[src/rtl/slope_lsq_if.sv]
// slope_lsq_if: sample/result bundle for slope_lsq
//   clr, read_en, dat_i   : driver -> estimator (sync clear, sample strobe, sample)
//   dat_o, dat_valid_o    : estimator -> driver (scaled slope, full-window pulse)
//   fill_o                : estimator -> driver (window holds N samples)
interface slope_lsq_if #(parameter int R = 15);
  logic clr;
  logic read_en;
  logic signed [R-1:0] dat_i;
  logic signed [R-1:0] dat_o;
  logic dat_valid_o;
  logic fill_o;
  modport master(output clr, read_en, dat_i, input dat_o, dat_valid_o, fill_o);
  modport slave(input clr, read_en, dat_i, output dat_o, dat_valid_o, fill_o);
endinterface

[src/rtl/slope_lsq.sv]
// slope_lsq: recursive least-squares slope over a centred 2M+1 window
//   clk, rst : clock, asynchronous active-high reset
//   s        : slope_lsq_if.slave (clr, read_en, dat_i in; dat_o, dat_valid_o, fill_o out)
//   dat_o = (sum k*y[k], k=-M..M) >>> SH, reduced to R bits
//   SLOPE_SAT_EN defined: saturate to R bits; undefined: two's-complement wrap
module slope_lsq #(
  parameter int R  = 15,
  parameter int M  = 4,
  parameter int SH = 0
) (
  input logic clk,
  input logic rst,
  slope_lsq_if.slave s
);
  localparam int N  = 2 * M + 1;
  localparam int SW = R + $clog2(N);
  localparam int WW = R + 2 * $clog2(M + 1) + 1;
  localparam int CW = $clog2(N + 1);
  localparam logic signed [WW-1:0] KM  = WW'(M);
  localparam logic signed [WW-1:0] KM1 = WW'(M + 1);
  logic signed [R-1:0] buf_q [N];
  logic signed [R-1:0] y0, red;
  logic signed [SW-1:0] s_q, s_n;
  logic signed [WW-1:0] w_q, w_n;
  logic [CW-1:0] cnt_q, cnt_n;
  logic upd_q, full_q;
`ifdef SLOPE_SAT_EN
  localparam logic signed [WW-1:0] HI = WW'((1 << (R - 1)) - 1);
  localparam logic signed [WW-1:0] LO = ~HI;
  logic signed [WW-1:0] t;
  always_comb begin
    t = w_q >>> SH;
    red = t > HI ? HI[R-1:0] : t < LO ? LO[R-1:0] : t[R-1:0];
  end
`else
  always_comb red = R'(w_q >>> SH);
`endif
  // Recursion stays exact because the window starts zeroed; the
  // intermediate sum may wrap but the final W always fits in WW bits.
  always_comb begin
    y0 = buf_q[0];
    w_n = w_q + KM1 * WW'(y0) - WW'(s_q) + KM * WW'(s.dat_i);
    s_n = s_q - SW'(y0) + SW'(s.dat_i);
    cnt_n = cnt_q == CW'(N) ? cnt_q : cnt_q + 1'b1;
  end
  assign s.fill_o = cnt_q == CW'(N);
  always_ff @(posedge clk or posedge rst) begin
    if (rst) begin
      for (int i = 0; i < N; i++) buf_q[i] <= '0;
      s_q <= '0;
      w_q <= '0;
      cnt_q <= '0;
      upd_q <= 1'b0;
      full_q <= 1'b0;
      s.dat_o <= '0;
      s.dat_valid_o <= 1'b0;
    end else if (s.clr) begin
      for (int i = 0; i < N; i++) buf_q[i] <= '0;
      s_q <= '0;
      w_q <= '0;
      cnt_q <= '0;
      upd_q <= 1'b0;
      full_q <= 1'b0;
      s.dat_o <= '0;
      s.dat_valid_o <= 1'b0;
    end else begin
      if (s.read_en) begin
        for (int i = 0; i < N - 1; i++) buf_q[i] <= buf_q[i+1];
        buf_q[N-1] <= s.dat_i;
        s_q <= s_n;
        w_q <= w_n;
        cnt_q <= cnt_n;
      end
      upd_q <= s.read_en;
      full_q <= s.read_en && cnt_n == CW'(N);
      if (upd_q) s.dat_o <= red;
      s.dat_valid_o <= upd_q & full_q;
    end
  end
endmodule

[src/flat_wrapper.sv]
// flat-port wrapper written by rule: the top's interface ports become plain ports
module slope_lsq_flat 
#(
  parameter int R  = 15,
  parameter int M  = 4,
  parameter int SH = 0
)
  (clk, rst, s_clr, s_read_en, s_dat_i, s_dat_o, s_dat_valid_o, s_fill_o);
  slope_lsq_if #(.R(R)) s_i ();
  input logic clk;
  input logic rst;
  input wire logic [$bits(s_i.clr)-1:0] s_clr;
  input wire logic [$bits(s_i.read_en)-1:0] s_read_en;
  input wire logic [$bits(s_i.dat_i)-1:0] s_dat_i;
  output wire logic [$bits(s_i.dat_o)-1:0] s_dat_o;
  output wire logic [$bits(s_i.dat_valid_o)-1:0] s_dat_valid_o;
  output wire logic [$bits(s_i.fill_o)-1:0] s_fill_o;
  assign s_i.clr = s_clr;
  assign s_i.read_en = s_read_en;
  assign s_i.dat_i = s_dat_i;
  assign s_dat_o = s_i.dat_o;
  assign s_dat_valid_o = s_i.dat_valid_o;
  assign s_fill_o = s_i.fill_o;
  slope_lsq #(.R(R), .M(M), .SH(SH)) u_core (.clk(clk), .rst(rst), .s(s_i));
endmodule
[config.mk]
export PLATFORM = sky130hd
export DESIGN_NAME = slope_lsq_flat
export DESIGN_NICKNAME = d
export VERILOG_FILES = /design/src/rtl/slope_lsq_if.sv /design/src/rtl/slope_lsq.sv /design/src/flat_wrapper.sv
export SDC_FILE = /design/constraint.sdc
export NUM_CORES = 1
export LEC_CHECK = 0
export BUFFER_PORTS_ARGS = -buffer_cell sky130_fd_sc_hd__buf_2
export CORE_MARGIN = 1
export CORE_UTILIZATION = 25
export CTS_CLUSTER_DIAMETER = 100
export DETAILED_ROUTE_END_ITERATION = 8
export PLACE_DENSITY = 0.39
export SETUP_SLACK_MARGIN = 0.2
export SYNTH_ARGS = -nofsm -noshare
export SYNTH_HDL_FRONTEND = slang
export SYNTH_SLANG_ARGS = --single-unit
export TNS_END_PERCENT = 100
[constraint.sdc]
create_clock -name clk -period 6.7 [get_ports clk]
set_input_delay 0.67 -clock clk [delete_from_list [all_inputs] [get_ports clk]]
set_output_delay 0.67 -clock clk [all_outputs]
set_load 0.02 [all_outputs]
### After elaboration in Yosys (flattened, before gate mapping)

Cells that the tools add are included.
W data, S select, Z words.

| storage, ports and cells | value |
|---|---|
| flip-flop bits (word level) | 198 |
| input port bits | 19 |
| output and inout bits | 17 |
| word-level logic and storage cells | 43 |

| operators by class | value |
|---|---|
| $add $sub $neg | 6 |
| multiply operators | 1 |
| equal/unequal tests | 2 |
| muxes and demuxes | 14 |
| bitwise logic cells | 1 |
| reduce and logical (&&, ||, !) cells | 3 |

Operators by type and width:

| operator | number |
|---|---|
| $mux W135 | 2 |
| $mux W22 | 2 |
| $mux W19 | 2 |
| $mux W15 | 2 |
| $add A22 B17 Y22 | 1 |
| $add A22 B22 Y22 | 1 |
| $sub A22 B19 Y22 | 1 |
| $add A19 B15 Y19 | 1 |
| $mul A4 B15 Y19 const A | 1 |
| $sub A19 B15 Y19 | 1 |
| $mux W4 | 3 |
| $eq A4 B4 Y1 const B | 2 |
| $add A4 B1 Y4 const B | 1 |
| $reduce_bool A2 Y1 | 2 |
| $mux W1 | 3 |
| $and A1 B1 Y1 | 1 |
| $logic_and A1 B1 Y1 | 1 |

### Logic depth before layout (Yosys ltp)

| logic depth | value |
|---|---|
| depth in word-level cells | 6 |
| gate-level depth with buffers | 21 |
| depth with buffers taken out | 21 |

### Worst setup path before layout

Ideal clock, no wire load.

| timing | value |
|---|---|
| path type | register to register |
| start | register u_core.buf_q (netlist bit u_core.y0[1]) |
| end | register u_core.w_q[14] |
| setup time | 0.099 ns |
| data arrival time | 5.217 ns |
| required time | 6.601 ns |
| path slack | 1.384 ns |
| cell stages (with the launch flop) | 22 |
| buffers on the path | 0 |
| period minus slack after synthesis | 5.316 ns |
| cell sequence | dfrtp_1 > ha_1 > ha_1 > inv_1 > fa_1 > nor2b_1 > o21ai_0 > a21boi_0 > o21ai_0 > nor2b_1 > xnor2_1 > fa_1 > inv_1 > fa_1 > inv_1 > ha_1 > a21oi_1 > o21bai_1 > or4_4 > and4b_4 > or4_1 > a311oi_1 |

| on the way | value |
|---|---|
| cells in the longest elaborated chain, start to end | 6 |

Ends and longest elaborated chain:

| what | RTL line | RTL |
|---|---|---|
| start: declaration | slope_lsq.sv:21 | `logic signed [R-1:0] buf_q [N];` |
| start signal: indexed assignment | slope_lsq.sv:69 | `buf_q[N-1] <= s.dat_i;` |
| $mul A4 B15 Y19 | slope_lsq.sv:42 | `w_n = w_q + KM1 * WW'(y0) - WW'(s_q) + KM * WW'(s.dat_i);` |
| $add A22 B22 Y22 | slope_lsq.sv:42 |  |
| $sub A22 B19 Y22 | slope_lsq.sv:42 |  |
| $add A22 B17 Y22 | slope_lsq.sv:42 |  |
| $mux W22 | slope_lsq.sv:67 | `if (s.read_en) begin` |
| $mux W22 | slope_lsq.sv:57 | `end else if (s.clr) begin` |
| end signal: assignment | slope_lsq.sv:71 | `w_q <= w_n;` |
| end: declaration | slope_lsq.sv:24 | `logic signed [WW-1:0] w_q, w_n;` |

Every way passes these cells. The select of a mux whose other input is x is not followed.
A chain may end at the register's enable or synchronous reset.

### Worst setup path after layout

| timing | value |
|---|---|
| start | register u_core.buf_q (netlist bit u_core.y0[3]) |
| end | register u_core.w_q[14] |

The elaborated chain is that of the path after synthesis.

==> metrics.cfg <==
[status]
status=completed

[hold_path]
min_path_type=in2async

[sta]
final.setup.tns_ns=0
fin_crit_sh_pct=86.7
fmax_ghz=0.172
hold_violations=0
finClkSkew_ns=0.0148
setup_viol=0
fin_crit_ns=5.81
rsz0062_at_grt=false
slew_viol_final=0
tightest_slew_ns=1.01
relSlewSlack_pct=32.5

[global_routing]
track_usage_pct=11.3
antenna_found_initial=2
grt_pass1_vias=6944
grt_pass1_wl_mm=38.3
grt_overflow_total=0
grt_max_degree=115

[synthesis]
avgSynthCellArea_um2=10.4
ys_ff_latch=187
synth_edf_count=0
ys_warn_count=0
synthFlopType=dfrtp_1
yosysSeqAreaShare_pct=44.2
syn-num-nets=1135
async_reset_ff_share_pct=100
yosysUniqueCellTypes=51
synthCells=1019
synthesis.area_um2=10600

[pwr]
power.leakage_uw=0.00606
power_uw=3790
vdd_drop_max_uv=205
p_per_area_nw_per_um2=318

[clock_tree]
cts_resized=0
htreeDepth=4
tritoncts=done
cts_sinks=187
cts_buffer_depth=2
root_buffer=clkbuf_16
clk_latency_ns=0.46
cts.hold.buffers_added=0
cts.clk_slew.worst_paths_ns=0.08
cts_setup_buffers=0
cts_buffers=17

[placed_design]
gp_congestion=0.800
port_buffers=35
dpl.cell_count=1555
place_hpwl_mm=15.5

[route]
ant_nets=0
drtIter0Drc=400
drt-vias-per-instance=4.29
drt-wirelength-per-cell_um=14.4
dr.pass1.iters=5
drc=0
num_vias=6808
drt-total-wl_mm=22.8

[final_layout]
nets=1151
mostFrequentLayoutCells=nor2_1 (193), dfrtp_1 (187), mux2i_1 (160), inv_1 (119), ha_1 (56)
fin_cells=1588
final_common_cell=nor2_1
layout-drive-gt1-share_pct=7.73
syn_to_final_growth_pct=12.6

[die]
start_util_pct=25.3
die_area_um2=43200
core_region_area_um2=41900
die_x_um=208
fp.dieH_um=208
ios=36
row_count=75

[worst_setup_path]
critPathCaptureType=flop
cp_max_fo=6
crit_path_start_kind=flop
path_class=reg2reg
cp_data_arrival_time_ns=6.17
cp.required_ns=7.06

[run]
drv_cap=0

==> through the flow <==
| stage | setup WS [ns] | hold slack, ns | cell area, um^2 | utilization [%] |
|---|---|---|---|---|
| after CTS | 0.858 | 0.420 | 11900 | 28.5 |
| after global routing | 0.556 | 0.444 | 11900 | 28.5 |
| final | 0.892 | 0.359 | 11900 | 28.5 |
| after detailed placement | 0.880 | 0.479 | 11300 | 27.1 |
| after global placement | 1.03 | 0.483 | 11300 | 27.1 |
| after floorplan | 0.945 | 0.466 | 10600 | - |
==> routing by layer <==
| metal | track usage (%) | wire length, um | vias up |
|---|---|---|---|
| met3 | 2.13 | 465 | 28 |
| met5 | 0 | 0 | - |
| li1 | - | - | 3402 |
| met2 | 17.3 | 10100 | 71 |
| met1 | 15.8 | 11800 | 3307 |
| met4 | 4.29 | 428 | 0 |
==> area by class of cell <==
cell class                 instances  area (um^2)
antenna                            1         2.50
clock buffer                      18          439
clock inverter                    14          148
fill                            4390        29900
inverter                         120          458
multi-input combinational        669         5290
sequential                       187         4680
tap                              539          674
timing repair buffer              40          229
==> synth_stat cells (all sizes together) (3+ instances only) <==
cell,number,area share (%)
nor2,193,6.8
dfrtp,187,44
mux2i,160,15
inv,120,4.3
ha,56,6.6
fa,41,7.8
clkbuf,32,1.1
a21oi,28,1.3
xnor2,26,2.2
o21ai,23,1.1
nand2,19,0.67
a211oi,13,0.92
buf,11,0.40
nor3,11,0.52
o21a,9,0.64
or3,8,0.48
xor2,8,0.66
a21o,7,0.50
nor2b,6,0.35
and3,5,0.31
nand2b,5,0.30
nand3,5,0.24
nand3b,4,0.28
o21bai,4,0.28
and2,3,0.18
o211ai,3,0.21
o22ai,3,0.18
==> logic make-up after synthesis <==
group	share of synthesized area (%)
simple gates	10.9
flops	44.2
buf+inv	5.79
mux	15.3
compound gates	6.60
fa+ha+maj	14.4
xor+xnor	2.81
==> worst paths after layout <==
| kind | start | end | slack [ns] | depth (start not counted) |
|---|---|---|---|---|
| max in group asynchronous | rst | u_core.s.dat_o[11] | 4.83 | 3 |
| hold reg to reg | u_core.full_q | u_core.s.dat_valid_o | 0.49 | 1 |
| hold / removal | rst | u_core.buf_q[17] | 0.36 | 2 |
| setup / recovery | u_core.y0[3] | u_core.w_q[14] | 0.89 | 21 |
| min in group clk | u_core.full_q | u_core.s.dat_valid_o | 0.49 | 1 |
| setup reg to reg | u_core.y0[3] | u_core.w_q[14] | 0.89 | 21 |
==> flip-flops by register name, summed over array words and instances (netlist names) <==
name	cells
u_core.buf_q	120
u_core.s.dat_o	15
u_core.s_q	15
u_core.w_q	15
u_core.y0	15
u_core.cnt_q	4
u_core.full_q	1
u_core.s.dat_valid_o	1
u_core.upd_q	1
==> worst max-delay path, cell delays in order, from the launching register on <==
cell	delay, ns
dfrtp_1	0.44
ha_1	0.31
ha_1	0.19
inv_1	0.06
fa_1	0.40
nor2b_1	0.11
o21ai_0	0.12
a21boi_0	0.27
o21ai_0	0.17
nor2b_1	0.17
xnor2_1	0.14
fa_1	0.48
inv_1	0.05
fa_1	0.49
inv_1	0.04
ha_1	0.35
a21oi_1	0.32
o21bai_1	0.15
or4_4	0.44
and4b_4	0.22
or4_1	0.49
a311oi_1	0.28
==> power by group <==
part           leakage, uW  internal (uW)  switching [uW]
clock             0.000286            508             514
sequential         0.00257           1200            58.0
combinational      0.00320            654             846
No activity file was read; power rests on OpenSTA's default activity.
